### config.mk
export PLATFORM = sky130hd
export DESIGN_NAME = uart_tx_arb_flat
export DESIGN_NICKNAME = d
export VERILOG_FILES = /design/src/rtl/uart_pkg.sv /design/src/rtl/uart_tx_arb_if.sv /design/src/rtl/uart_tx_arb_rr_pick.sv /design/src/rtl/uart_tx_arb.sv /design/src/flat_wrapper.sv
export SDC_FILE = /design/constraint.sdc
export NUM_CORES = 1
export LEC_CHECK = 0
export CAP_MARGIN = 20
export CORE_MARGIN = 2
export CORE_UTILIZATION = 40
export CTS_CLUSTER_DIAMETER = 100
export DETAILED_ROUTE_END_ITERATION = 10
export PLACE_DENSITY = 0.74
export SYNTH_ARGS = -nofsm -noshare
export SYNTH_HDL_FRONTEND = slang
export SYNTH_SLANG_ARGS = --single-unit
### constraint.sdc
create_clock -name clk -period 6.9 [get_ports clk]
set_input_delay 1.38 -clock clk [delete_from_list [all_inputs] [get_ports clk]]
set_output_delay 1.38 -clock clk [all_outputs]
set_load 0.02 [all_outputs]
### src/rtl/uart_pkg.sv
// Shared definitions for the UART transmit arbiter: state encoding,
// source-count limit and the index-width helper.
package uart_pkg;

    localparam int unsigned MAX_SRC = 8;

    typedef enum logic [1:0] {
        S_IDLE  = 2'd0,
        S_REQ   = 2'd1,
        S_DRAIN = 2'd2
    } arb_state_e;

    // Width of a source index; never narrower than one bit.
    function automatic int unsigned idw(input int unsigned n);
        return (n <= 2) ? 32'd1 : 32'($clog2(n));
    endfunction

endpackage

### src/rtl/uart_tx_arb_if.sv
// Bundle of source-side and serializer-side signals of uart_tx_arb.
// master: the arbiter itself; slave: sources, serializer and status consumer.
interface uart_tx_arb_if #(
    parameter int unsigned NUM_SRC = 4
);
    localparam int unsigned IDW = uart_pkg::idw(NUM_SRC);

    logic [NUM_SRC-1:0]   src_valid;
    logic [NUM_SRC*8-1:0] src_data;
    logic [NUM_SRC-1:0]   src_last;
    logic [NUM_SRC-1:0]   src_ready;
    logic                 tx_busy;
    logic                 tx_req;
    logic [7:0]           tx_byte;
    logic [IDW-1:0]       grant_id;
    logic                 active;
    logic                 err_clr;
    logic                 timeout_err;

    modport master (
        input  src_valid, src_data, src_last, tx_busy, err_clr,
        output src_ready, tx_req, tx_byte, grant_id, active, timeout_err
    );

    modport slave (
        output src_valid, src_data, src_last, tx_busy, err_clr,
        input  src_ready, tx_req, tx_byte, grant_id, active, timeout_err
    );

endinterface

### src/rtl/uart_tx_arb_rr_pick.sv
// rr_pick: combinational round-robin select. Returns the first eligible
// requester at or after ptr, wrapping modulo N.
module rr_pick #(
    parameter int unsigned N   = 4,
    parameter int unsigned IDW = 2
) (
    input  logic [N-1:0]   req,
    input  logic [N-1:0]   mask,
    input  logic [IDW-1:0] ptr,
    output logic [N-1:0]   gnt,
    output logic [IDW-1:0] idx,
    output logic           any
);

    logic [N-1:0] elig;
    logic [N-1:0] rot;

    // Rotate so bit 0 is the source at ptr, then take the first set bit.
    always_comb begin
        elig = req & mask;
        rot  = (elig >> ptr) | (elig << (N - 32'(ptr)));
        any  = 1'b0;
        idx  = '0;
        for (int unsigned i = 0; i < N; i++) begin
            if (!any && rot[i]) begin
                any = 1'b1;
                idx = IDW'((32'(ptr) + i) % N);
            end
        end
        gnt = any ? (N'(1) << idx) : '0;
    end

endmodule

### src/rtl/uart_tx_arb.sv
// uart_tx_arb: shares one uart_tx serializer between NUM_SRC byte sources.
// Round-robin grant, one byte per accept, req/busy handshake to the
// serializer with a request timeout and sticky error flag.
// Optional frame lock (keeps the grant until src_last) when the macro
// UART_ARB_LOCK_EN is defined; default build arbitrates every byte.
module uart_tx_arb
    import uart_pkg::*;
#(
    parameter int unsigned NUM_SRC     = 4,
    parameter int unsigned REQ_TIMEOUT = 65535
) (
    input  logic          clk,
    input  logic          rst_n,
    uart_tx_arb_if.master bus
);

    localparam int unsigned     IDW     = idw(NUM_SRC);
    localparam int unsigned     CNTW    = 16;
    localparam logic [CNTW-1:0] TO_LAST = CNTW'(REQ_TIMEOUT - 1);

    arb_state_e         state_q, state_d;
    logic               tx_req_q, tx_req_d;
    logic [7:0]         tx_byte_q, tx_byte_d;
    logic [IDW-1:0]     grant_id_q, grant_id_d;
    logic [IDW-1:0]     rr_ptr_q, rr_ptr_d;
    logic               active_q, active_d;
    logic               timeout_err_q, timeout_err_d;
    logic [CNTW-1:0]    cnt_q, cnt_d;

    logic [NUM_SRC-1:0] elig_mask;
    logic [NUM_SRC-1:0] pick_gnt;
    logic [IDW-1:0]     pick_idx;
    logic               pick_any;
    logic [NUM_SRC-1:0] src_ready_c;
    logic               accept;
    logic               timeout_hit;

`ifdef UART_ARB_LOCK_EN
    logic lock_q, lock_d;
    logic last_sel;

    // While a frame is open only its owner may be granted.
    always_comb begin
        elig_mask = lock_q ? (NUM_SRC'(1) << grant_id_q) : '1;
        last_sel  = |(bus.src_last & pick_gnt);
    end

    // Lock opens on a non-final byte, closes on the final byte or a timeout.
    always_comb begin
        lock_d = lock_q;
        if (accept) begin
            lock_d = !last_sel;
        end else if (timeout_hit) begin
            lock_d = 1'b0;
        end
    end

    // Frame lock register.
    always_ff @(posedge clk or negedge rst_n) begin
        if (!rst_n) begin
            lock_q <= 1'b0;
        end else begin
            lock_q <= lock_d;
        end
    end
`else
    logic unused_src_last;

    assign elig_mask       = '1;
    assign unused_src_last = ^bus.src_last;
`endif

    rr_pick #(
        .N   (NUM_SRC),
        .IDW (IDW)
    ) u_pick (
        .req  (bus.src_valid),
        .mask (elig_mask),
        .ptr  (rr_ptr_q),
        .gnt  (pick_gnt),
        .idx  (pick_idx),
        .any  (pick_any)
    );

    // Next state, accept strobe, timeout counter and output register inputs.
    always_comb begin
        state_d     = state_q;
        tx_byte_d   = tx_byte_q;
        grant_id_d  = grant_id_q;
        rr_ptr_d    = rr_ptr_q;
        cnt_d       = '0;
        timeout_hit = 1'b0;
        accept      = 1'b0;
        src_ready_c = '0;

        case (state_q)
            S_IDLE: begin
                if (rst_n && !bus.tx_busy && pick_any) begin
                    accept      = 1'b1;
                    src_ready_c = pick_gnt;
                    tx_byte_d   = 8'(bus.src_data >> {pick_idx, 3'b000});
                    grant_id_d  = pick_idx;
`ifdef UART_ARB_LOCK_EN
                    if (!lock_q) begin
                        rr_ptr_d = (32'(pick_idx) == NUM_SRC - 1) ? '0 : pick_idx + IDW'(1);
                    end
`else
                    rr_ptr_d = (32'(pick_idx) == NUM_SRC - 1) ? '0 : pick_idx + IDW'(1);
`endif
                    state_d = S_REQ;
                end
            end
            S_REQ: begin
                if (bus.tx_busy) begin
                    state_d = S_DRAIN;
                end else if (cnt_q == TO_LAST) begin
                    timeout_hit = 1'b1;
                    state_d     = S_IDLE;
                end else begin
                    cnt_d = cnt_q + CNTW'(1);
                end
            end
            S_DRAIN: begin
                if (!bus.tx_busy) begin
                    state_d = S_IDLE;
                end
            end
            default: begin
                state_d = S_IDLE;
            end
        endcase

        tx_req_d      = (state_d == S_REQ);
        active_d      = (state_d != S_IDLE);
        timeout_err_d = timeout_hit ? 1'b1 : (bus.err_clr ? 1'b0 : timeout_err_q);
    end

    // State and output registers.
    always_ff @(posedge clk or negedge rst_n) begin
        if (!rst_n) begin
            state_q       <= S_IDLE;
            tx_req_q      <= 1'b0;
            tx_byte_q     <= 8'h00;
            grant_id_q    <= '0;
            rr_ptr_q      <= '0;
            active_q      <= 1'b0;
            timeout_err_q <= 1'b0;
            cnt_q         <= '0;
        end else begin
            state_q       <= state_d;
            tx_req_q      <= tx_req_d;
            tx_byte_q     <= tx_byte_d;
            grant_id_q    <= grant_id_d;
            rr_ptr_q      <= rr_ptr_d;
            active_q      <= active_d;
            timeout_err_q <= timeout_err_d;
            cnt_q         <= cnt_d;
        end
    end

    assign bus.src_ready   = src_ready_c;
    assign bus.tx_req      = tx_req_q;
    assign bus.tx_byte     = tx_byte_q;
    assign bus.grant_id    = grant_id_q;
    assign bus.active      = active_q;
    assign bus.timeout_err = timeout_err_q;

endmodule

### src/flat_wrapper.sv
// flat-port wrapper written by rule: the top's interface ports become plain ports
module uart_tx_arb_flat import uart_pkg::*;
#(
    parameter int unsigned NUM_SRC     = 4,
    parameter int unsigned REQ_TIMEOUT = 65535
)
  (clk, rst_n, bus_src_valid, bus_src_data, bus_src_last, bus_tx_busy, bus_err_clr, bus_src_ready, bus_tx_req, bus_tx_byte, bus_grant_id, bus_active, bus_timeout_err);
  uart_tx_arb_if #(.NUM_SRC(NUM_SRC)) bus_i ();
  input  logic clk;
  input  logic rst_n;
  input wire logic [$bits(bus_i.src_valid)-1:0] bus_src_valid;
  input wire logic [$bits(bus_i.src_data)-1:0] bus_src_data;
  input wire logic [$bits(bus_i.src_last)-1:0] bus_src_last;
  input wire logic [$bits(bus_i.tx_busy)-1:0] bus_tx_busy;
  input wire logic [$bits(bus_i.err_clr)-1:0] bus_err_clr;
  output wire logic [$bits(bus_i.src_ready)-1:0] bus_src_ready;
  output wire logic [$bits(bus_i.tx_req)-1:0] bus_tx_req;
  output wire logic [$bits(bus_i.tx_byte)-1:0] bus_tx_byte;
  output wire logic [$bits(bus_i.grant_id)-1:0] bus_grant_id;
  output wire logic [$bits(bus_i.active)-1:0] bus_active;
  output wire logic [$bits(bus_i.timeout_err)-1:0] bus_timeout_err;
  assign bus_i.src_valid = bus_src_valid;
  assign bus_i.src_data = bus_src_data;
  assign bus_i.src_last = bus_src_last;
  assign bus_i.tx_busy = bus_tx_busy;
  assign bus_i.err_clr = bus_err_clr;
  assign bus_src_ready = bus_i.src_ready;
  assign bus_tx_req = bus_i.tx_req;
  assign bus_tx_byte = bus_i.tx_byte;
  assign bus_grant_id = bus_i.grant_id;
  assign bus_active = bus_i.active;
  assign bus_timeout_err = bus_i.timeout_err;
  uart_tx_arb #(.NUM_SRC(NUM_SRC), .REQ_TIMEOUT(REQ_TIMEOUT)) u_core (.clk(clk), .rst_n(rst_n), .bus(bus_i));
endmodule
==> qor.csv, run 1 <==
stage;metric;value;unit
clock_tree;Post-CTS Setup Bufs;0;
timing;final hold violations;0;
drt;drt via density;5.55;
setup_path;max incr delay on CP;590;ps
drt;Via Count;2287;
pwr;Lkg Pwr;1.41;nW
timing;final slew viol count;0;
logic_synthesis;Async S/R FF share, synth;100;%
placed_design;input/output buffers;56;
clock_tree;Bufs on Longest Clock Path;2;
logic_synthesis;Netlist Area Pre-Place;2550;sq um
job;Max Cap Violations;0;
logic_synthesis;Seq/Total Area, Yosys;32.4;%
timing;final setup vio count;0;
setup_path;Worst Setup EP;bus_src_ready[2];
timing;Fmax achieved;0.175;GHz
timing;setup ws final;1170;ps
drt;Pre-antenna DRT Iters;4;
logic_synthesis;Mean Syn Cell Area;8.88;sq um
placed_design;HPWL Detailed;4.22;mm
floorplan;Die Span X;83.8;um
drt;Post-DRT Antenna Nets;0;
floorplan;die area;7030;sq um
setup_path;Critical Path End Type;primary output;
timing;final clock skew;7.64;ps
grt;largest net degree at the start of global routing;62;
outcome;status;finished, final reports clean;
timing;setup_tns;0;ps
timing;worst slew pin tran;847;ps
clock_tree;Clock Root Buffer;clkbuf_8;
clock_tree;Clk Latency, worst-skew pair;290;ps
logic_synthesis;number of enable flip-flop cells after synthesis;0;
cells_and_area;post-route cell area;3230;sq um
cells_and_area;final non-filler cell total;412;
setup_path;worst r2r dst;u_core.bus.tx_byte[2]$_DFFE_PN0P_;
setup_path;WP data required;5520;ps
placed_design;Place WS;1190;ps
setup_path;worst r2r src;u_core.rr_ptr_q[1]$_DFFE_PN0P_;
pwr;peak supply drop;0.331;mV
cells_and_area;synthesis-to-finish area growth;26.6;%
setup_path;family with the most delay on the worst path;buffers and inverters;
setup_path;Worst path slowest cell;clkdlybuf4s50_1;
grt;vias in the first global route;2115;
placed_design;Placement Cell Area;3120;sq um
logic_synthesis;total nets after synthesis;338;
clock_tree;CTS tree;built;
floorplan;# rows;29;
setup_path;R2R setup slack;3670;ps
timing;Worst Hold Slack;509;ps
timing;max_slew headroom;43.5;%
setup_path;CP startpoint;bus_src_valid[1];
setup_path;Setup crit start kind;primary input;
logic_synthesis;Yosys top cell by area;dfrtp_1;
logic_synthesis;Seq cells post-synth;33;
setup_path;most frequent CP cell;clkdlybuf4s50_1;
setup_path;crit path max fanout;19;
setup_path;CP Cell Sequence;clkdlybuf4s50_1 > or3b_1 > a221oi_1 > a22o_1 > a21oi_1 > o32ai_4 > ha_1 > and2_1 > clkdlybuf4s50_1;
clock_tree;CTS Buf Count;5;
hold_path;Worst Hold Path Cells;2;
grt;GRT Total Usage;17.4;%
clock_tree;CTS Hold Buffers Added;0;
grt;first-pass GRT wire length;10.1;mm
logic_synthesis;largest cells by area after synthesis;dfrtp_1 32%, a211o_1 5.5%, nor2_1 4.6%;
clock_tree;post-CTS sizing;0;
clock_tree;H-tree depth;2;
floorplan;Die Y;83.8;um
logic_synthesis;YS warnings;0;
floorplan;CORE AREA;6240;sq um
grt;initial antenna violation count;0;
drt;drt drc;0;
drt;Post-Route WL;5.89;mm
hold_path;HP Class;reg2reg;
setup_path;crit path DAT;4350;ps
setup_path;CP Class;in2out;
cells_and_area;share of layout cells above drive strength 1;9.25;%
timing;RSZ-0062 raised after global routing;false;
logic_synthesis;Unique masters post-synth;49;
grt;gr ovfl total;0;
floorplan;starting density of the core;40.8;%
setup_path;R2R depth;10;
cells_and_area;most frequent cells in the layout;56 x clkdlybuf4s50_1, 33 x dfrtp_1, 31 x nor2_1;
timing;post-layout min period;5730;ps
pwr;power per cell area;446;nW/um^2
floorplan;I/O pins;61;
setup_path;WP depth;9;
logic_synthesis;ys flop type;dfrtp_1;
logic_synthesis;post-synthesis cell count;287;
cells_and_area;final net count;386;
clock_tree;Sink Count;33;
logic_synthesis;post-synth top area share;32.4;%
placed_design;placed insts;405;
placed_design;GPL Wtd Cong;0.810;
cells_and_area;n_diodes;0;
timing;final period utilization;83.0;%
setup_path;Buf+Inv Stages, Crit Path;2;
drt;1st-iter DRT viols;132;
clock_tree;Clk pin slew, worst setup/hold paths;60;ps
drt;WL/cell;14.3;um
cells_and_area;most common cell after layout, fill and taps aside;clkdlybuf4s50_1;
[area by class of cell]
type	count	area (sq um)
repair buffers	60	591
flip-flops and latches	33	826
clock buffers	5	68.8
clock inverters	2	35.0
multi-input cells	217	1540
inverters	18	67.6
fillers	591	3020
well taps	77	96.3
[worst register-to-register path: cells and delay by family, from the launching register on]
kind,cells,cell delay (ps)
AO/OA/AOI/OAI,4,820
adder cells (fa/ha/maj),1,490
buffers and inverters,2,400
flip-flops,1,480
multiplexers,2,660
AND/OR/NAND/NOR,1,280
[synth_stat cells (all sizes together), types with 4 or more instances]
cell and number:
nor3 9, inv 16, and4 4, xor2 11
a211o 16, a31oi 9, o211ai 8, o21ai 7
and2 6, nand2 29, mux2 8, nand3 6
mux2i 12, o211a 9, buf 8, ha 7
xnor2 5, dfrtp 33, clkbuf 11, o221ai 10
nand4 4, nor2 32, nand3b 4
[how the worst min path moves through the flow]
stage                                        from                                  to  slack (ps)
2_1_floorplan           u_core.cnt_q[0]$_DFF_PN0_           u_core.cnt_q[0]$_DFF_PN0_         470
3_3_place_gp   u_core.bus.grant_id[1]$_DFFE_PN0P_  u_core.bus.grant_id[1]$_DFFE_PN0P_         470
3_5_place_dp   u_core.bus.grant_id[0]$_DFFE_PN0P_  u_core.bus.grant_id[0]$_DFFE_PN0P_         500
4_1_cts        u_core.bus.grant_id[0]$_DFFE_PN0P_  u_core.bus.grant_id[0]$_DFFE_PN0P_         520
5_1_grt                 u_core.cnt_q[0]$_DFF_PN0_           u_core.cnt_q[0]$_DFF_PN0_         540
6_report       u_core.bus.grant_id[0]$_DFFE_PN0P_  u_core.bus.grant_id[0]$_DFFE_PN0P_         510
[metal layers]
layer	track usage (%)	wire length (um)	vias to the layer above
met5	0	0	-
met4	5.57	87	0
met3	3.66	279	9
met2	27.5	2760	60
met1	23.9	2760	1082
li1	-	-	1136
[state kept, by name (all words and copies together), names as in the netlist]
register and count:
u_core.cnt_q 16, u_core.bus.tx_byte 8, u_core.bus.grant_id 2, u_core.rr_ptr_q 2, u_core.state_q 2, u_core.bus.active 1, u_core.bus.timeout_err 1, u_core.bus.tx_req 1
[stage by stage]
step | utilization [%] | power (mW)
floorplan | - | 1.07
global placement | 50.0 | 1.25
detailed placement | 50.0 | 1.27
CTS | 51.7 | 1.45
global route | 51.7 | 1.56
finish | 51.7 | 1.44
[cells by family after synthesis]
logic type                 share of synthesized area, %
AOI/OAI and AO/OA                                  23.2
xor gates and xnor gates                           5.50
adders and majority gates                          3.44
buffers and inverters                              7.36
DFF                                                32.4
muxes                                              8.39
and+or+nand+nor                                    19.7
[where the power goes]
group,switching [mW],internal (mW),total [mW]
clock network,0.0682,0.105,0.173
registers,0.0359,0.242,0.278
logic,0.558,0.431,0.990
total,0.662,0.778,1.44
Note: power is estimated with default switching activity, not from simulation.
==> run 2, diff against run 1 <==
clock period = 5.3 ns   (was 6.9 ns; I/O delays follow)
==> qor.csv, run 2 (synthesis gave the netlist of run 1 again) <==
stage;metric;value;unit;change
drt;WL/cell;14.6;um;+2.1%
timing;setup_tns;0;ps;unchanged
floorplan;Die Y;83.8;um;unchanged
pwr;Comb pwr share;70.8;%;+2.1 points
pwr;Lkg Pwr;1.40;nW;-0.67%
cells_and_area;Multi-input gate area;1540;sq um;unchanged
setup_path;crit path DAT;4030;ps;-320 ps
setup_path;crit path max fanout;9;;-10
timing;worst slew pin tran;747;ps;-100 ps
floorplan;I/O pins;61;;unchanged
clock_tree;Bufs on Longest Clock Path;2;;unchanged
clock_tree;Clk pin slew, worst setup/hold paths;70;ps;about the same
floorplan;Die Span X;83.8;um;unchanged
timing;Fmax achieved;0.197;GHz;
timing;post-layout min period;5090;ps;
clock_tree;H-tree depth;2;;unchanged
grt;initial antenna violation count;0;;unchanged
pwr;switching share of power;47.1;%;+1.1 points
timing;final slew viol count;0;;unchanged
drt;Post-Route WL;6.04;mm;+2.6%
setup_path;most frequent CP cell;clkdlybuf4s50_1;;
pwr;Pint;0.979;mW;+26%
cells_and_area;most frequent cells in the layout;56 x clkdlybuf4s50_1, 33 x dfrtp_1, 31 x nor2_1;;
timing;RSZ-0062 raised after global routing;false;;
floorplan;die area;7030;sq um;unchanged
clock_tree;CTS Buf Count;5;;unchanged
pwr;Power Total;1.85;mW;+28%
timing;Worst Hold Slack;484;ps;-25.0 ps
placed_design;GPL Wtd Cong;0.813;;+0.35%
timing;setup ws final;212;ps;-963 ps
grt;vias in the first global route;2156;;+1.9%
pwr;NetSw;0.870;mW;+31%
timing;final clock skew;2.87;ps;-4.77 ps
placed_design;HPWL Detailed;4.34;mm;+2.9%
timing;final setup vio count;0;;unchanged
floorplan;# rows;29;;unchanged
pwr;clock network power share;9.6;%;-2.4 points
cells_and_area;share of layout cells above drive strength 1;8.90;%;-0.35 points
cells_and_area;final net count;387;;+0.26%
cells_and_area;max FFs per register;16;;unchanged
cells_and_area;most common cell after layout, fill and taps aside;clkdlybuf4s50_1;;
cells_and_area;largest register by flop count;u_core.cnt_q;;
drt;Via Count;2277;;-0.44%
grt;first-pass GRT wire length;10.2;mm;+1.6%
clock_tree;CTS tree;built;;
clock_tree;CTS Hold Buffers Added;0;;unchanged
cells_and_area;synthesis-to-finish area growth;25.9;%;
pwr;peak supply drop;0.346;mV;+4.5%
pwr;power per cell area;576;nW/um^2;+29%
hold_path;HP Class;reg2reg;;
job;Max Cap Violations;0;;unchanged
drt;Pre-antenna DRT Iters;5;;+1
floorplan;CORE AREA;6240;sq um;unchanged
placed_design;input/output buffers;56;;unchanged
placed_design;placed insts;406;;+0.25%
setup_path;R2R setup slack;2000;ps;-1670 ps
drt;drt drc;0;;unchanged
outcome;status;finished, final reports clean;;
placed_design;Place WS;247;ps;-941 ps
timing;final period utilization;96.0;%;
timing;final hold violations;0;;unchanged
cells_and_area;n_diodes;0;;unchanged
setup_path;Worst path slowest cell;nor2_1;;
drt;1st-iter DRT viols;145;;+9.8%
setup_path;max incr delay on CP;590;ps;about the same
clock_tree;Sink Count;33;;unchanged
setup_path;Setup crit start kind;primary input;;
clock_tree;Clk Latency, worst-skew pair;270;ps;-20 ps
setup_path;CP Class;in2out;;
setup_path;WP data required;4240;ps;-1280 ps
floorplan;starting density of the core;40.8;%;unchanged
cells_and_area;storage element area;826;sq um;unchanged
clock_tree;Post-CTS Setup Bufs;0;;unchanged
pwr;Flop pwr share;19.5;%;+0.2 points
timing;max_slew headroom;50.0;%;+6.5 points
drt;Post-DRT Antenna Nets;0;;unchanged
cells_and_area;fill cell count;585;;-1.0%
cells_and_area;final non-filler cell total;414;;+0.49%
setup_path;CP Cell Sequence;clkdlybuf4s50_1 > or3b_1 > nand3_2 > a211oi_1 > nor2_1 > o21ai_1 > inv_2 > ha_1 > and2_1 > clkdlybuf4s50_1;;
grt;GRT Total Usage;17.5;%;+0.14 points
clock_tree;post-CTS sizing;0;;unchanged
setup_path;Critical Path End Type;primary output;;
grt;largest net degree at the start of global routing;62;;unchanged
grt;gr ovfl total;0;;unchanged
drt;drt via density;5.50;;-0.92%
clock_tree;Clock Root Buffer;clkbuf_8;;
## run 2: cell count changes in the layout (fill, tap and decap cells not counted)
cell / delta
clkbuf_1: +3
buf_4: +1
bufinv_16: -1
clkinv_2: -1
## run 2: worst max-delay path: cells and delay by family
| kind | cells | cell delay, ps |
|---|---|---|
| simple gates | 4 | 1230 |
| compound gates | 2 | 350 |
| buf+inv | 3 | 1240 |
| fa+ha+maj | 1 | 140 |
## run 2: path summary, 6_finish.rpt
path / startpoint / endpoint / cells after the start
setup / recovery: bus_src_valid[1] / bus_src_ready[0] / 10
hold / removal: u_core.bus.grant_id[1]$_DFFE_PN0P_ / u_core.bus.grant_id[1]$_DFFE_PN0P_ / 2
setup reg to reg: u_core.rr_ptr_q[1]$_DFFE_PN0P_ / u_core.bus.tx_byte[2]$_DFFE_PN0P_ / 10
hold reg to reg: u_core.bus.grant_id[1]$_DFFE_PN0P_ / u_core.bus.grant_id[1]$_DFFE_PN0P_ / 2
max in group asynchronous: rst_n / u_core.bus.tx_byte[7]$_DFFE_PN0P_ / 2
min in group asynchronous: rst_n / u_core.bus.grant_id[1]$_DFFE_PN0P_ / 2
## run 2: layer usage
layer / GRT usage [%] / up-vias / part of all wire [%]
met5: 0 / - / 0
met4: 3.96 / 0 / 0.46
met3: 2.37 / 2 / 4.3
met2: 29.6 / 56 / 49
met1: 24.0 / 1078 / 46
li1: - / 1141 / -
## run 2: through the flow
| step | area [sq um] | util (%) |
|---|---|---|
| CTS | 3210 | 51.4 |
| global route | 3210 | 51.4 |
| floorplan | 2550 | - |
| detailed placement | 3130 | 50.1 |
| global placement | 3130 | 50.1 |
| finish | 3210 | 51.4 |
## run 2: layout make-up
cell class | instances | area share (%)
inverter | 18 | 2.11
tap | 77 | 3.00
clock buffer | 8 | 2.50
timing repair buffer | 61 | 18.6
multi-input combinational | 217 | 48.0
sequential | 33 | 25.7
## run 2: power by group through the flow
stage	clock, mW	sequential (mW)	combinational (mW)
2_1_floorplan	0	0.403	0.986
3_3_place_gp	0	0.365	1.27
3_5_place_dp	0	0.364	1.30
4_1_cts	0.183	0.362	1.31
5_1_grt	0.195	0.372	1.43
6_report	0.178	0.361	1.31
